===== config.mk =====
export PLATFORM = sky130hd
export DESIGN_NAME = spi_rdid_responder_flat
export DESIGN_NICKNAME = d
export VERILOG_FILES = /design/src/rtl/spi_rdid_responder_if.sv /design/src/rtl/spi_rdid_responder.sv /design/src/flat_wrapper.sv
export SDC_FILE = /design/constraint.sdc
export NUM_CORES = 1
export LEC_CHECK = 0
export ABC_AREA = 1
export CORE_ASPECT_RATIO = 0.5
export CORE_UTILIZATION = 55
export CTS_BUF_LIST = sky130_fd_sc_hd__clkbuf_8 sky130_fd_sc_hd__clkbuf_16
export DETAILED_ROUTE_END_ITERATION = 6
export PLACE_DENSITY = 0.79
export SLEW_MARGIN = 10
export SYNTH_ARGS = -nofsm -noshare
export SYNTH_HDL_FRONTEND = slang
export SYNTH_SLANG_ARGS = --single-unit

===== constraint.sdc =====
create_clock -name clk -period 2.13 [get_ports clk]
set_input_delay 0.5325 -clock clk [delete_from_list [all_inputs] [get_ports clk]]
set_output_delay 0.5325 -clock clk [all_outputs]
set_load 0.03 [all_outputs]

===== src/rtl/spi_rdid_responder_if.sv =====
// SPI pin bundle and command-status outputs of the Read-ID responder.
//
// Handshake: o_cmd_valid is a one-clk strobe with no ready path. o_cmd_byte
// is valid in that cycle and holds until the next strobe. o_unknown_cmd may
// be high only in a cycle where o_cmd_valid is also high.
interface spi_rdid_responder_if;
    logic       i_spiclk;
    logic       i_spimosi;
    logic       i_chip_select;
    logic       o_spimiso;
    logic       o_miso_oe;
    logic       o_cmd_valid;
    logic [7:0] o_cmd_byte;
    logic       o_unknown_cmd;
    logic       o_busy;
    logic [1:0] state_dbg;

    // The responder, which is the flash-side end of the bus.
    modport slave (
        input  i_spiclk, i_spimosi, i_chip_select,
        output o_spimiso, o_miso_oe, o_cmd_valid, o_cmd_byte,
        output o_unknown_cmd, o_busy, state_dbg
    );

    // The SPI master, or the bench standing in for it.
    modport master (
        output i_spiclk, i_spimosi, i_chip_select,
        input  o_spimiso, o_miso_oe, o_cmd_valid, o_cmd_byte,
        input  o_unknown_cmd, o_busy, state_dbg
    );
endinterface


===== src/rtl/spi_rdid_responder.sv =====
// SPI mode-0 target answering JEDEC Read-ID (0x9F) with a repeating 24-bit ID.
// The SPI pins are oversampled in the clk domain; nothing runs on SCLK.
module spi_rdid_responder #(
    parameter logic [23:0] JEDEC_ID    = 24'h20BA18,
    parameter logic [7:0]  RDID_CMD    = 8'h9F,
    parameter int          SYNC_STAGES = 2
) (
    input logic                 clk,
    input logic                 reset,
    spi_rdid_responder_if.slave bus
);

    typedef enum logic [1:0] {
        IDLE   = 2'd0,
        RX_CMD = 2'd1,
        TX_ID  = 2'd2,
        IGNORE = 2'd3
    } state_t;

    state_t state, state_next;

    logic [SYNC_STAGES-1:0] sclk_sync, mosi_sync, cs_sync;
    logic       sclk_d, cs_d;
    logic       sclk_q, mosi_q, cs_q;
    logic       sclk_rise, sclk_fall, cs_fall;
    logic [7:0] cmd_sr, cmd_full;
    logic [2:0] bit_cnt;
    logic [23:0] id_sr;
    logic [4:0] id_cnt;
    logic       cmd_done;
    logic       miso;
    logic       cmd_valid;
    logic       unknown_cmd;
    logic [7:0] cmd_byte;

    // Input synchronizers plus one delay flop for edge detection. cs_n resets
    // low so a frame already running at reset release is never picked up.
    always_ff @(posedge clk) begin
        if (reset) begin
            sclk_sync <= '0;
            mosi_sync <= '0;
            cs_sync   <= '0;
            sclk_d    <= 1'b0;
            cs_d      <= 1'b0;
        end else begin
            sclk_sync <= {sclk_sync[SYNC_STAGES-2:0], bus.i_spiclk};
            mosi_sync <= {mosi_sync[SYNC_STAGES-2:0], bus.i_spimosi};
            cs_sync   <= {cs_sync[SYNC_STAGES-2:0], bus.i_chip_select};
            sclk_d    <= sclk_sync[SYNC_STAGES-1];
            cs_d      <= cs_sync[SYNC_STAGES-1];
        end
    end

    assign sclk_q    = sclk_sync[SYNC_STAGES-1];
    assign mosi_q    = mosi_sync[SYNC_STAGES-1];
    assign cs_q      = cs_sync[SYNC_STAGES-1];
    assign sclk_rise = sclk_q & ~sclk_d;
    assign sclk_fall = ~sclk_q & sclk_d;
    assign cs_fall   = ~cs_q & cs_d;
    assign cmd_full  = {cmd_sr[6:0], mosi_q};

    // State register.
    always_ff @(posedge clk) begin
        if (reset) state <= IDLE;
        else       state <= state_next;
    end

    // Next state; a deasserted chip select overrides any SCLK edge.
    always_comb begin
        state_next = state;
        cmd_done   = 1'b0;
        if (cs_q) begin
            state_next = IDLE;
        end else begin
            case (state)
                IDLE: if (cs_fall) state_next = RX_CMD;
                RX_CMD: begin
                    if (sclk_rise && bit_cnt == 3'd7) begin
                        cmd_done   = 1'b1;
                        state_next = (cmd_full == RDID_CMD) ? TX_ID : IGNORE;
                    end
                end
                default: ;
            endcase
        end
    end

    // Command shifter, ID shifter and registered MISO.
    always_ff @(posedge clk) begin
        if (reset) begin
            cmd_sr      <= '0;
            bit_cnt     <= '0;
            id_sr       <= '0;
            id_cnt      <= '0;
            miso        <= 1'b0;
            cmd_valid   <= 1'b0;
            unknown_cmd <= 1'b0;
            cmd_byte    <= '0;
        end else begin
            cmd_valid   <= 1'b0;
            unknown_cmd <= 1'b0;
            if (cs_q) begin
                bit_cnt <= '0;
                id_cnt  <= '0;
                miso    <= 1'b0;
            end else begin
                case (state)
                    IDLE: if (cs_fall) bit_cnt <= '0;
                    RX_CMD: begin
                        if (sclk_rise) begin
                            cmd_sr  <= cmd_full;
                            bit_cnt <= bit_cnt + 3'd1;
                            if (cmd_done) begin
                                cmd_byte    <= cmd_full;
                                cmd_valid   <= 1'b1;
                                unknown_cmd <= (cmd_full != RDID_CMD);
                                if (cmd_full == RDID_CMD) begin
                                    id_sr  <= JEDEC_ID;
                                    id_cnt <= '0;
                                end
                            end
                        end
                    end
                    TX_ID: begin
                        // The ID reloads after bit 0 so it repeats while clocked.
                        if (sclk_fall) begin
                            miso <= id_sr[23];
                            if (id_cnt == 5'd23) begin
                                id_sr  <= JEDEC_ID;
                                id_cnt <= '0;
                            end else begin
                                id_sr  <= {id_sr[22:0], 1'b0};
                                id_cnt <= id_cnt + 5'd1;
                            end
                        end
                    end
                    default: miso <= 1'b0;
                endcase
            end
        end
    end

    assign bus.o_spimiso     = miso;
    assign bus.o_miso_oe     = (state == TX_ID);
    assign bus.o_cmd_valid   = cmd_valid;
    assign bus.o_cmd_byte    = cmd_byte;
    assign bus.o_unknown_cmd = unknown_cmd;
    assign bus.o_busy        = (state != IDLE);
    assign bus.state_dbg     = state;

endmodule


===== src/flat_wrapper.sv =====
// flat-port wrapper written by rule: the top's interface ports become plain ports
module spi_rdid_responder_flat 
#(
    parameter logic [23:0] JEDEC_ID    = 24'h20BA18,
    parameter logic [7:0]  RDID_CMD    = 8'h9F,
    parameter int          SYNC_STAGES = 2
)
  (clk, reset, bus_i_spiclk, bus_i_spimosi, bus_i_chip_select, bus_o_spimiso, bus_o_miso_oe, bus_o_cmd_valid, bus_o_cmd_byte, bus_o_unknown_cmd, bus_o_busy, bus_state_dbg);
  spi_rdid_responder_if bus_i ();
  input logic clk;
  input logic reset;
  input wire logic [$bits(bus_i.i_spiclk)-1:0] bus_i_spiclk;
  input wire logic [$bits(bus_i.i_spimosi)-1:0] bus_i_spimosi;
  input wire logic [$bits(bus_i.i_chip_select)-1:0] bus_i_chip_select;
  output wire logic [$bits(bus_i.o_spimiso)-1:0] bus_o_spimiso;
  output wire logic [$bits(bus_i.o_miso_oe)-1:0] bus_o_miso_oe;
  output wire logic [$bits(bus_i.o_cmd_valid)-1:0] bus_o_cmd_valid;
  output wire logic [$bits(bus_i.o_cmd_byte)-1:0] bus_o_cmd_byte;
  output wire logic [$bits(bus_i.o_unknown_cmd)-1:0] bus_o_unknown_cmd;
  output wire logic [$bits(bus_i.o_busy)-1:0] bus_o_busy;
  output wire logic [$bits(bus_i.state_dbg)-1:0] bus_state_dbg;
  assign bus_i.i_spiclk = bus_i_spiclk;
  assign bus_i.i_spimosi = bus_i_spimosi;
  assign bus_i.i_chip_select = bus_i_chip_select;
  assign bus_o_spimiso = bus_i.o_spimiso;
  assign bus_o_miso_oe = bus_i.o_miso_oe;
  assign bus_o_cmd_valid = bus_i.o_cmd_valid;
  assign bus_o_cmd_byte = bus_i.o_cmd_byte;
  assign bus_o_unknown_cmd = bus_i.o_unknown_cmd;
  assign bus_o_busy = bus_i.o_busy;
  assign bus_state_dbg = bus_i.state_dbg;
  spi_rdid_responder #(.JEDEC_ID(JEDEC_ID), .RDID_CMD(RDID_CMD), .SYNC_STAGES(SYNC_STAGES)) u_core (.clk(clk), .reset(reset), .bus(bus_i));
endmodule

* Yosys cells after proc, flatten, opt, wreduce, memory -nomap -nowiden
Cells that the tools add are included.
Widths: inputs -> output; s select.
** Operators by class
- Add/subtract/negate cells :: 2
- Eq/ne operators :: 12
- Mux-type cells :: 25
- Bitwise operators :: 10
- Reduce and logical (&&, ||, !) cells :: 16
** Operator list (count)
- $mux 24 :: 5
- $pmux 24 s2 :: 1
- $mux 5 :: 5
- $ne 2x1->1 const B :: 6
- $pmux 5 s2 :: 1
- $reduce_and 3->1 :: 3
- $eq 8x8->1 const B :: 1
- $ne 8x8->1 const B :: 1
- $not 1->1 :: 7
- $mux 1 :: 6
- $mux 3 :: 2
- $pmux 3 s2 :: 1
- $reduce_and 6->1 :: 1
- $reduce_bool 2->1 :: 3
- $add 5x1->5 const B :: 1
- $eq 5x5->1 const B :: 1
- $reduce_and 5->1 :: 1
- $reduce_or 5->1 :: 1
- $mux 2 :: 2
- $pmux 2 s2 :: 1
- $reduce_and 4->1 :: 1
- $reduce_or 2->1 :: 2
- $reduce_or 4->1 :: 1
- $add 3x1->3 const B :: 1
- 8 further kinds :: 10
** Word-level totals
- Register bits :: 60
- Input bits :: 5
- Output and inout bits :: 15
- Word-level logic and storage cells :: 79

* Depth between registers and ports, before layout
Gate-level depths: netlist of run 1.
- Depth in word-level cells :: 9
- Depth in mapped cells :: 11
- Mapped depth without buffers :: 10

* Worst setup path after synthesis of run 1
OpenSTA, ideal clock, no wires.
- Path type :: register -> register
- Start point :: register u_core.state[1], in the netlist u_core.bus.state_dbg[1]
- End point :: register u_core.id_sr[3]
- Library setup time :: 0.064 ns
- Arrival :: 1.532 ns
- Required time :: 2.066 ns
- Setup slack :: 0.535 ns
- Cell stages (with the launch flop) :: 12
- Path buffers :: 1
- Period minus slack after synthesis :: 1.595 ns
- Path through :: dfxtp_1 inv_2 nor2_4 buf_6 nand2_1 nand2_1 inv_1 nand2_2 nor2_1 nand2_2 nand2_1 nor2_1
** Between the ends
- Elaborated cells on any way between the ends :: 11
- Classes of those cells :: 6 x eq/ne; 3 x mux; 2 x reduce/logical
** RTL lines
- start, declared :: RTL line spi_rdid_responder.sv:20 : state_t state, state_next;
- start signal, assigned :: RTL line spi_rdid_responder.sv:65 : else state <= state_next;
- $eq 2x2->1 (*)
- via bus_o_miso_oe :: RTL line flat_wrapper.sv:16 : output wire logic [$bits(bus_i.o_miso_oe)-1:0] bus_o_miso_oe;
- $ne 2x1->1 (no source line) or $reduce_bool 2->1 (tied branches)
- $reduce_and 6->1 (no source line)
- end signal, assigned :: RTL line spi_rdid_responder.sv:132 : id_sr <= {id_sr[22:0], 1'b0};
- end, declared :: RTL line spi_rdid_responder.sv:28 : logic [23:0] id_sr;
Mark *: on every way through the listed nets, which the timed path passes. The rest lies on a longest branch.
A chain may end at the register's enable or synchronous reset.

* Worst setup path in the final report of run 1
- Start point :: register u_core.state[1], in the netlist u_core.bus.state_dbg[1]
- End point :: output bus_state_dbg[1]
** RTL lines
- end, declared :: RTL line flat_wrapper.sv:21 : output wire logic [$bits(bus_i.state_dbg)-1:0] bus_state_dbg;
No word-level cell between the ends.

==> impl_results.md, run 1 <==
* Status: complete, no violations
* Layout area overhead at 18.1%
* DRC at 0
* Fill cells at 352
* Layout cell share with drive strength beyond 1 at 0.0945
* IO buf count at 19
* CTS H-tree depth at 3
* Worst Path Class, Setup: reg2out
* Buffers & Inverters on Critical Path at 1
* Synth Area per Inst at 6.98 um^2
* HPWL Detailed at 3350 um
* Full die area at 0.00474 mm^2
* Largest net degree at the start of global routing at 30
* Yosys cell types at 24
* # hold bufs at CTS at 0
* Final ANT Viol Nets at 0
* CP Capture Type: primary output
* CTS max path bufs at 2
* Final slew viol count at 0
* Num CTS Buffers at 9
* Die Wd at 96.4 um
* Net Sw Frac at 0.210
* DR vias/cell at 4.90
* Layout Nets at 384
* Clk slew on worst S/H paths at 0.06 ns
* Fin crit period at 2.05 ns
* Setup TNS at 0 ns
* Vias at 2,130
* Synth warn at 0
* Post-Syn Nets at 359
* Int Power at 1.78 mW
* Combinational Power Share at 0.027
* Leading cell type in the layout, fill and taps excluded: nand2_1
* Worst skew pair latency at 0.34 ns
* Avg WL per Cell at 11.3 um
* RSZ-0062 raised after global routing: no
* Final wirelength at 4920 um
* CTS sink cnt at 57
* Crit path cell chain: clkdlybuf4s50_1
* Leading area contributor after synthesis: dfxtp_1
* FF+latch count, synth at 57
* VDD IR max at 0.489 mV
* Clk_skew at 0.00466 ns
* Finished Layout Cells at 435
* Final hold violations at 0
* Crit-path max cell delay at 0.73 ns
* Core Region at 0.00408 mm^2
* Top-area cell type share of the netlist area at 0.466
* Cell Pwr Density at 777 mW/mm^2
* Worst slew margin at 0.752
* Vias in the first global route at 2,090
* Cell family with most CP delay: buffers and inverters
* Placed cells at 419
* GR Overflow Total at 0
* Starting Density at 0.600
* Most frequent cells in the layout: 85 x nand2_1, 70 x nor2_1, 57 x dfxtp_1, 52 x inv_1, 20 x nand3_1
* Initial DRT Pass Iterations at 4
* Max-Cap Viols at 0
* I/O pins at 20
* Crit-path max FO at 5
* Final setup fails at 0
* Diode count at 0
* Leakage at 1.34 nW
* Sequential cell fraction of total power at 0.480
* Initial antenna violation count at 0
* Area contributors post-synth: dfxtp_1 47%, nand2_1 13%, nor2_1 11%, inv_1 7.8%, nand3_1 4.1%
* RePlAce Congestion at 0.805
* Startpoint types: flop
* CTS tree: built
* Mapped Cells at 351
* CTS root buf: clkbuf_8
* Register area share after synthesis at 0.466
* DR iter-0 viols at 82
* Max Fclk at 0.489 GHz
* Mapped cell area at 0.00245 mm^2
* Period utilisation layout at 0.961
* Chip height at 49.2 um
* Site Rows at 16
* P_sw at 0.472 mW
* Worst-Margin Slew at 0.370 ns
* Data arrival, critical path at 1.51 ns
* CP max-delay cell: clkdlybuf4s50_1
* First-pass GRT wire length at 8590 um
* Clock power share at 0.493
* Req. time, crit path at 1.60 ns
* Gr usage total at 0.244
* Hold Path Class: reg2reg
==> per-layer routing <==
metal | up-vias | routed length, um | global-route usage
met5 | - | 0 | 0
met4 | 0 | 59 | 0.0882
met3 | 8 | 239 | 0.104
met2 | 35 | 2380 | 0.417
met1 | 969 | 2240 | 0.272
li1 | 1118 | - | -
==> worst paths after layout <==
| check | start | endpoint | slack, ns | depth (start not counted) |
|---|---|---|---|---|
| setup reg to reg | u_core.bit_cnt[0] | u_core.id_sr[4] | 0.33 | 9 |
| setup / recovery | u_core.bus.state_dbg[1] | bus_state_dbg[1] | 0.08 | 1 |
| hold reg to reg | u_core.mosi_sync[0] | u_core.mosi_sync[1] | 0.40 | 2 |
| hold / removal | u_core.mosi_sync[0] | u_core.mosi_sync[1] | 0.40 | 2 |
==> Yosys cell counts <==
cell type and n:
a21oi_1 17, o21bai_1 1, inv_2 4, nor3_1 2, ha_1 3, nand3_2 3, inv_1 51, clkbuf_1 4
o21ai_2 1, a211oi_1 1, nand4_1 7, nor2_1 70, buf_6 4, nand2_1 85, nor2_4 2, clkinv_1 2
a21oi_2 1, nor2_2 1, nand3_1 20, nand2_2 4, o21ai_0 7, dfxtp_1 57, buf_2 2, a22oi_1 2
==> through the flow <==
stage | power (mW) | area, um^2 | setup WS [ns] | util | hold slack [ns]
floorplan | 1.14 | 2450 | 0.535 | - | 0.388
global placement | 1.16 | 2680 | 0.330 | 0.655 | 0.392
detailed placement | 1.16 | 2680 | 0.314 | 0.655 | 0.392
CTS | 2.26 | 2890 | 0.0748 | 0.708 | 0.401
global route | 2.32 | 2890 | 0.0347 | 0.708 | 0.413
finish | 2.25 | 2890 | 0.0834 | 0.708 | 0.400
==> cell type report <==
cell class	instances	area (um^2)	share of cell area
clock inverters	6	82.6	0.0285
repair buffers	24	225	0.0779
inverters	57	214	0.0740
flip-flops and latches	57	1140	0.394
well taps	54	67.6	0.0234
clock buffers	10	138	0.0476
multi-input cells	227	1020	0.354
==> state kept, by name, summed over array words and instances, names as in the netlist, 2 cells and up <==
register               count
u_core.bus.o_cmd_byte      8
u_core.cmd_sr              7
u_core.mosi_sync           2
u_core.cs_sync             2
u_core.sclk_sync           2
u_core.id_cnt              5
u_core.id_sr              21
u_core.bus.state_dbg       2
u_core.bit_cnt             3
==> cell families (layout without fill, tap and decap cells) <==
logic type	count (synthesis)	in the layout	share of synthesized area
AND/OR/NAND/NOR	194	194	0.335
flip-flops	57	57	0.466
AO/OA/AOI/OAI	30	30	0.0684
adder cells (fa/ha/maj)	3	3	0.0153
buffers and inverters	67	97	0.116
==> power by group through the flow <==
| stage | Clock, mW | Combinational (mW) | Sequential [mW] |
|---|---|---|---|
| floorplan | 0 | 0.0384 | 1.10 |
| global placement | 0 | 0.0592 | 1.10 |
| detailed placement | 0 | 0.0608 | 1.10 |
| CTS | 1.12 | 0.0609 | 1.08 |
| global route | 1.18 | 0.0682 | 1.08 |
| finish | 1.11 | 0.0609 | 1.08 |
==> repair_timing <==
action | CTS | global route
setup buffers | 0 | 0
setup endpoints to repair | 2 | 0
gates resized for setup | 2 | 0
Note: power is estimated with default switching activity, not from simulation.
==> run 2, diff against run 1 <==
Settings changed: ABC_AREA 1 to default, PLACE_DENSITY 0.79 to 0.8.
==> run 2 against run 1 <==
Net effect:
- synthesized cell count is 40% lower
- highest routed layer unchanged
- non-clock buffer count is 3 higher
- critical path depth stayed put
- sequential power hardly changed
- clock skew is 0.0055 ns higher
- maximum frequency is 0.14% higher
- critical endpoint unchanged
- register-to-register slack worse by 0.18 ns
- global-route usage is 1.3 points lower
- wire length is 17% lower
- clock power is 9% lower
- worst hold slack better by 0.041 ns
==> impl_results.md, run 2 <==
* Crit-path max cell delay at 0.72 ns (about the same)
* Layout area overhead at 22.5%
* Area of the multi-input gates at 882 um^2 (-14%)
* Crit-path max FO at 8 (+3)
* CTS sink cnt at 57 (unchanged)
* Count leader, synth: dfxtp_1
* Full die area at 0.00412 mm^2 (-13%)
* Largest net degree at the start of global routing at 24 (-20%)
* CTS H-tree depth at 3 (unchanged)
* Async SR Flop Fraction at 0 (unchanged)
* Combinational Power Share at 0.023 (-0.004)
* Post-synth top cells: 57 x dfxtp_1, 24 x nor2_1, 15 x mux2i_1
* Final wirelength at 4090 um (-17%)
* Predominant post-synthesis flop cell: dfxtp_1
* Vias in the first global route at 1,557 (-26%)
* I/O pins at 20 (unchanged)
* VDD IR max at 0.517 mV (+5.6%)
* Max Fclk at 0.489 GHz (+0.14%)
* First-pass GRT wire length at 7070 um (-18%)
* Worst Path Class, Setup: reg2out
* Register area share after synthesis at 0.538 (+0.0726)
* CP max-delay cell: clkdlybuf4s50_1
* CTS root buf: clkbuf_8
* Hold Path Class: reg2reg
* Post-Syn Nets at 219 (-39%)
* Clk_skew at 0.0101 ns (+0.00545 ns)
* Layout cell share with drive strength beyond 1 at 0.117 (+0.0227)
* Startpoint types: flop
* Clk slew on worst S/H paths at 0.06 ns (about the same)
* Sequential cell fraction of total power at 0.504 (+0.024)
* Most flop-heavy register: u_core.id_sr
* Avg WL per Cell at 14.1 um (+25%)
* Net Sw Frac at 0.197 (-0.0129)
* Fill cells at 275 (-22%)
* IO buf count at 19 (unchanged)
* Num CTS Buffers at 9 (unchanged)
* Mapped cell area at 0.00212 mm^2 (-13%)
* Final slew viol count at 0 (unchanged)
* HPWL Detailed at 2560 um (-23%)
* RSZ-0062 raised after global routing: no
* CP Capture Type: primary output
* Top-area cell type share of the netlist area at 0.538 (+0.0726)
* Period utilisation layout at 0.959 (-0.00137)
* P_sw at 0.421 mW (-11%)
* Mapped Cells at 211 (-40%)
* Synth warn at 0 (unchanged)
* Reg area at 0.00114 mm^2 (+0.11%)
* Crit path cell chain: clkdlybuf4s50_1
* Req. time, crit path at 1.60 ns (about the same)
* Core Region at 0.00357 mm^2 (-13%)
* Final setup fails at 0 (unchanged)
* Postcts setup bufs at 0 (unchanged)
* Site Rows at 15 (-1)
* Leading area contributor after synthesis: dfxtp_1
* Area contributors post-synth: dfxtp_1 54%, mux2i_1 7.1%, nor2_1 4.3%, o221a_1 3.7%, o32ai_1 3.3%
* Diode count at 0 (unchanged)
* Vias at 1,608 (-25%)
* Buffers & Inverters on Critical Path at 1 (unchanged)
* Max reg flops at 21 (unchanged)
* Layout Nets at 244 (-36%)
* Leading cell type in the layout, fill and taps excluded: dfxtp_1
* Leakage at 0.990 nW (-26%)
* Chip height at 45.9 um (-6.7%)
* Clock power share at 0.473 (-0.020)
* Status: complete, no violations
* Data arrival, critical path at 1.51 ns (about the same)
* GR Overflow Total at 0 (unchanged)
* Worst skew pair latency at 0.33 ns (about the same)
* Max-Cap Viols at 0 (unchanged)
* DP Area at 0.00239 mm^2 (-11%)
* Cell family with most CP delay: buffers and inverters
* Setup TNS at 0 ns (unchanged)
* DRC at 0 (unchanged)
* Initial DRT Pass Iterations at 4 (unchanged)
* CTS max path bufs at 2 (unchanged)
* Int Power at 1.72 mW (-3.3%)
* Starting Density at 0.594 (-0.00549)
* Fin crit period at 2.04 ns (-0.00292 ns)
* Cell Pwr Density at 823 mW/mm^2 (+6.0%)
* Most frequent cells in the layout: 56 x dfxtp_1, 24 x nor2_1, 17 x clkdlybuf4s50_1, 15 x mux2i_1, 14 x nand2_1
* Number of synthesized flops with an enable pin at 0 (unchanged)
* Synth Area per Inst at 10.0 um^2 (+44%)
* Final ANT Viol Nets at 0 (unchanged)
* Initial antenna violation count at 0 (unchanged)
* FF+latch count, synth at 57 (unchanged)
* CTS tree: built
* Final hold violations at 0 (unchanged)
* RePlAce Congestion at 0.805 (about the same)
* Worst-Margin Slew at 0.694 ns (+0.325 ns)
* DR iter-0 viols at 79 (-3.7%)
* Final instance area at 0.00260 mm^2 (-10%)
* Worst slew margin at 0.537 (-0.214)
* Die Wd at 89.8 um (-6.8%)
* Gr usage total at 0.231 (-0.0133)
* DR vias/cell at 5.54 (+13%)
* Yosys cell types at 37 (+54%)
run 2: cell types whose count changed after synthesis, moves of 7 or more:
cell / previous run / this run
a21oi_1: 17 / 3
inv_1: 51 / 11
mux2i_1: 0 / 15
nand2_1: 85 / 14
nand3_1: 20 / 6
nor2_1: 70 / 24
nor2b_1: 0 / 9
o221a_1: 0 / 7
o32ai_1: 0 / 8
run 2: final timing paths:
path / startpoint / end / slack, ns / depth (start not counted)
worst max register to register: u_core.bit_cnt[0] / u_core.id_sr[9] / 0.15 / 7
worst max-delay path: u_core.bus.state_dbg[1] / bus_state_dbg[1] / 0.09 / 1
worst min register to register: u_core.mosi_sync[0] / u_core.mosi_sync[1] / 0.44 / 1
worst min-delay path: u_core.mosi_sync[0] / u_core.mosi_sync[1] / 0.44 / 1
run 2: power groups by stage:
stage          Clock (mW)  Sequential (mW)  Combinational, mW
2_1_floorplan           0             1.10             0.0277
3_3_place_gp            0             1.10             0.0480
3_5_place_dp            0             1.10             0.0479
4_1_cts              1.04             1.08             0.0480
5_1_grt              1.09             1.08             0.0528
6_report             1.01             1.08             0.0481
run 2: cell families (layout without fill, tap and decap cells):
kind of cell,Yosys count,in the layout,share of synthesized area
buffers and inverters,25,53,0.0472
and+or+nand+nor,72,72,0.177
muxes,15,15,0.0708
adders and majority gates,3,3,0.0177
DFF,57,57,0.538
AOI/OAI and AO/OA,39,39,0.149
run 2: final cells by class:
type                            instances  area share
Clock buffer                           12      0.0636
Clock inverter                          2      0.0145
Inverter                               12      0.0173
Multi-Input combinational cell        129       0.340
Sequential cell                        57       0.440
Tap cell                               51      0.0246
Timing Repair Buffer                   27       0.100
run 2: repair_timing:
item,4_1_cts,5_1_grt
hold buffers,0,0
resized for setup,2,2
endpoints found under the setup margin,2,3
run 2: per-stage QoR:
| step | utilization | setup slack, ns | power (mW) | hold WS [ns] | cells |
|---|---|---|---|---|---|
| after floorplan | - | 0.100 | 1.13 | 0.414 | 211 |
| after global placement | 0.671 | 0.184 | 1.15 | 0.420 | 276 |
| after detailed placement | 0.671 | 0.165 | 1.15 | 0.428 | 276 |
| after CTS | 0.727 | 0.0415 | 2.16 | 0.448 | 290 |
| after global routing | 0.728 | 0.00561 | 2.22 | 0.463 | 290 |
| final | 0.728 | 0.0864 | 2.14 | 0.440 | 290 |
run 2: routing by layer:
metal / track usage / wire [um] / up-vias
met4: 0.121 / 48 / 0
met2: 0.394 / 1990 / 39
li1: - / - / 808
met3: 0.0967 / 184 / 7
met5: 0 / 0 / -
met1: 0.259 / 1870 / 754
==> run 3, diff against run 2 <==
Settings changed: ABC_AREA from default to 0.
==> results of run 3 <==
Same layout as run 2: the final DEF is identical, and so are final timing and power.
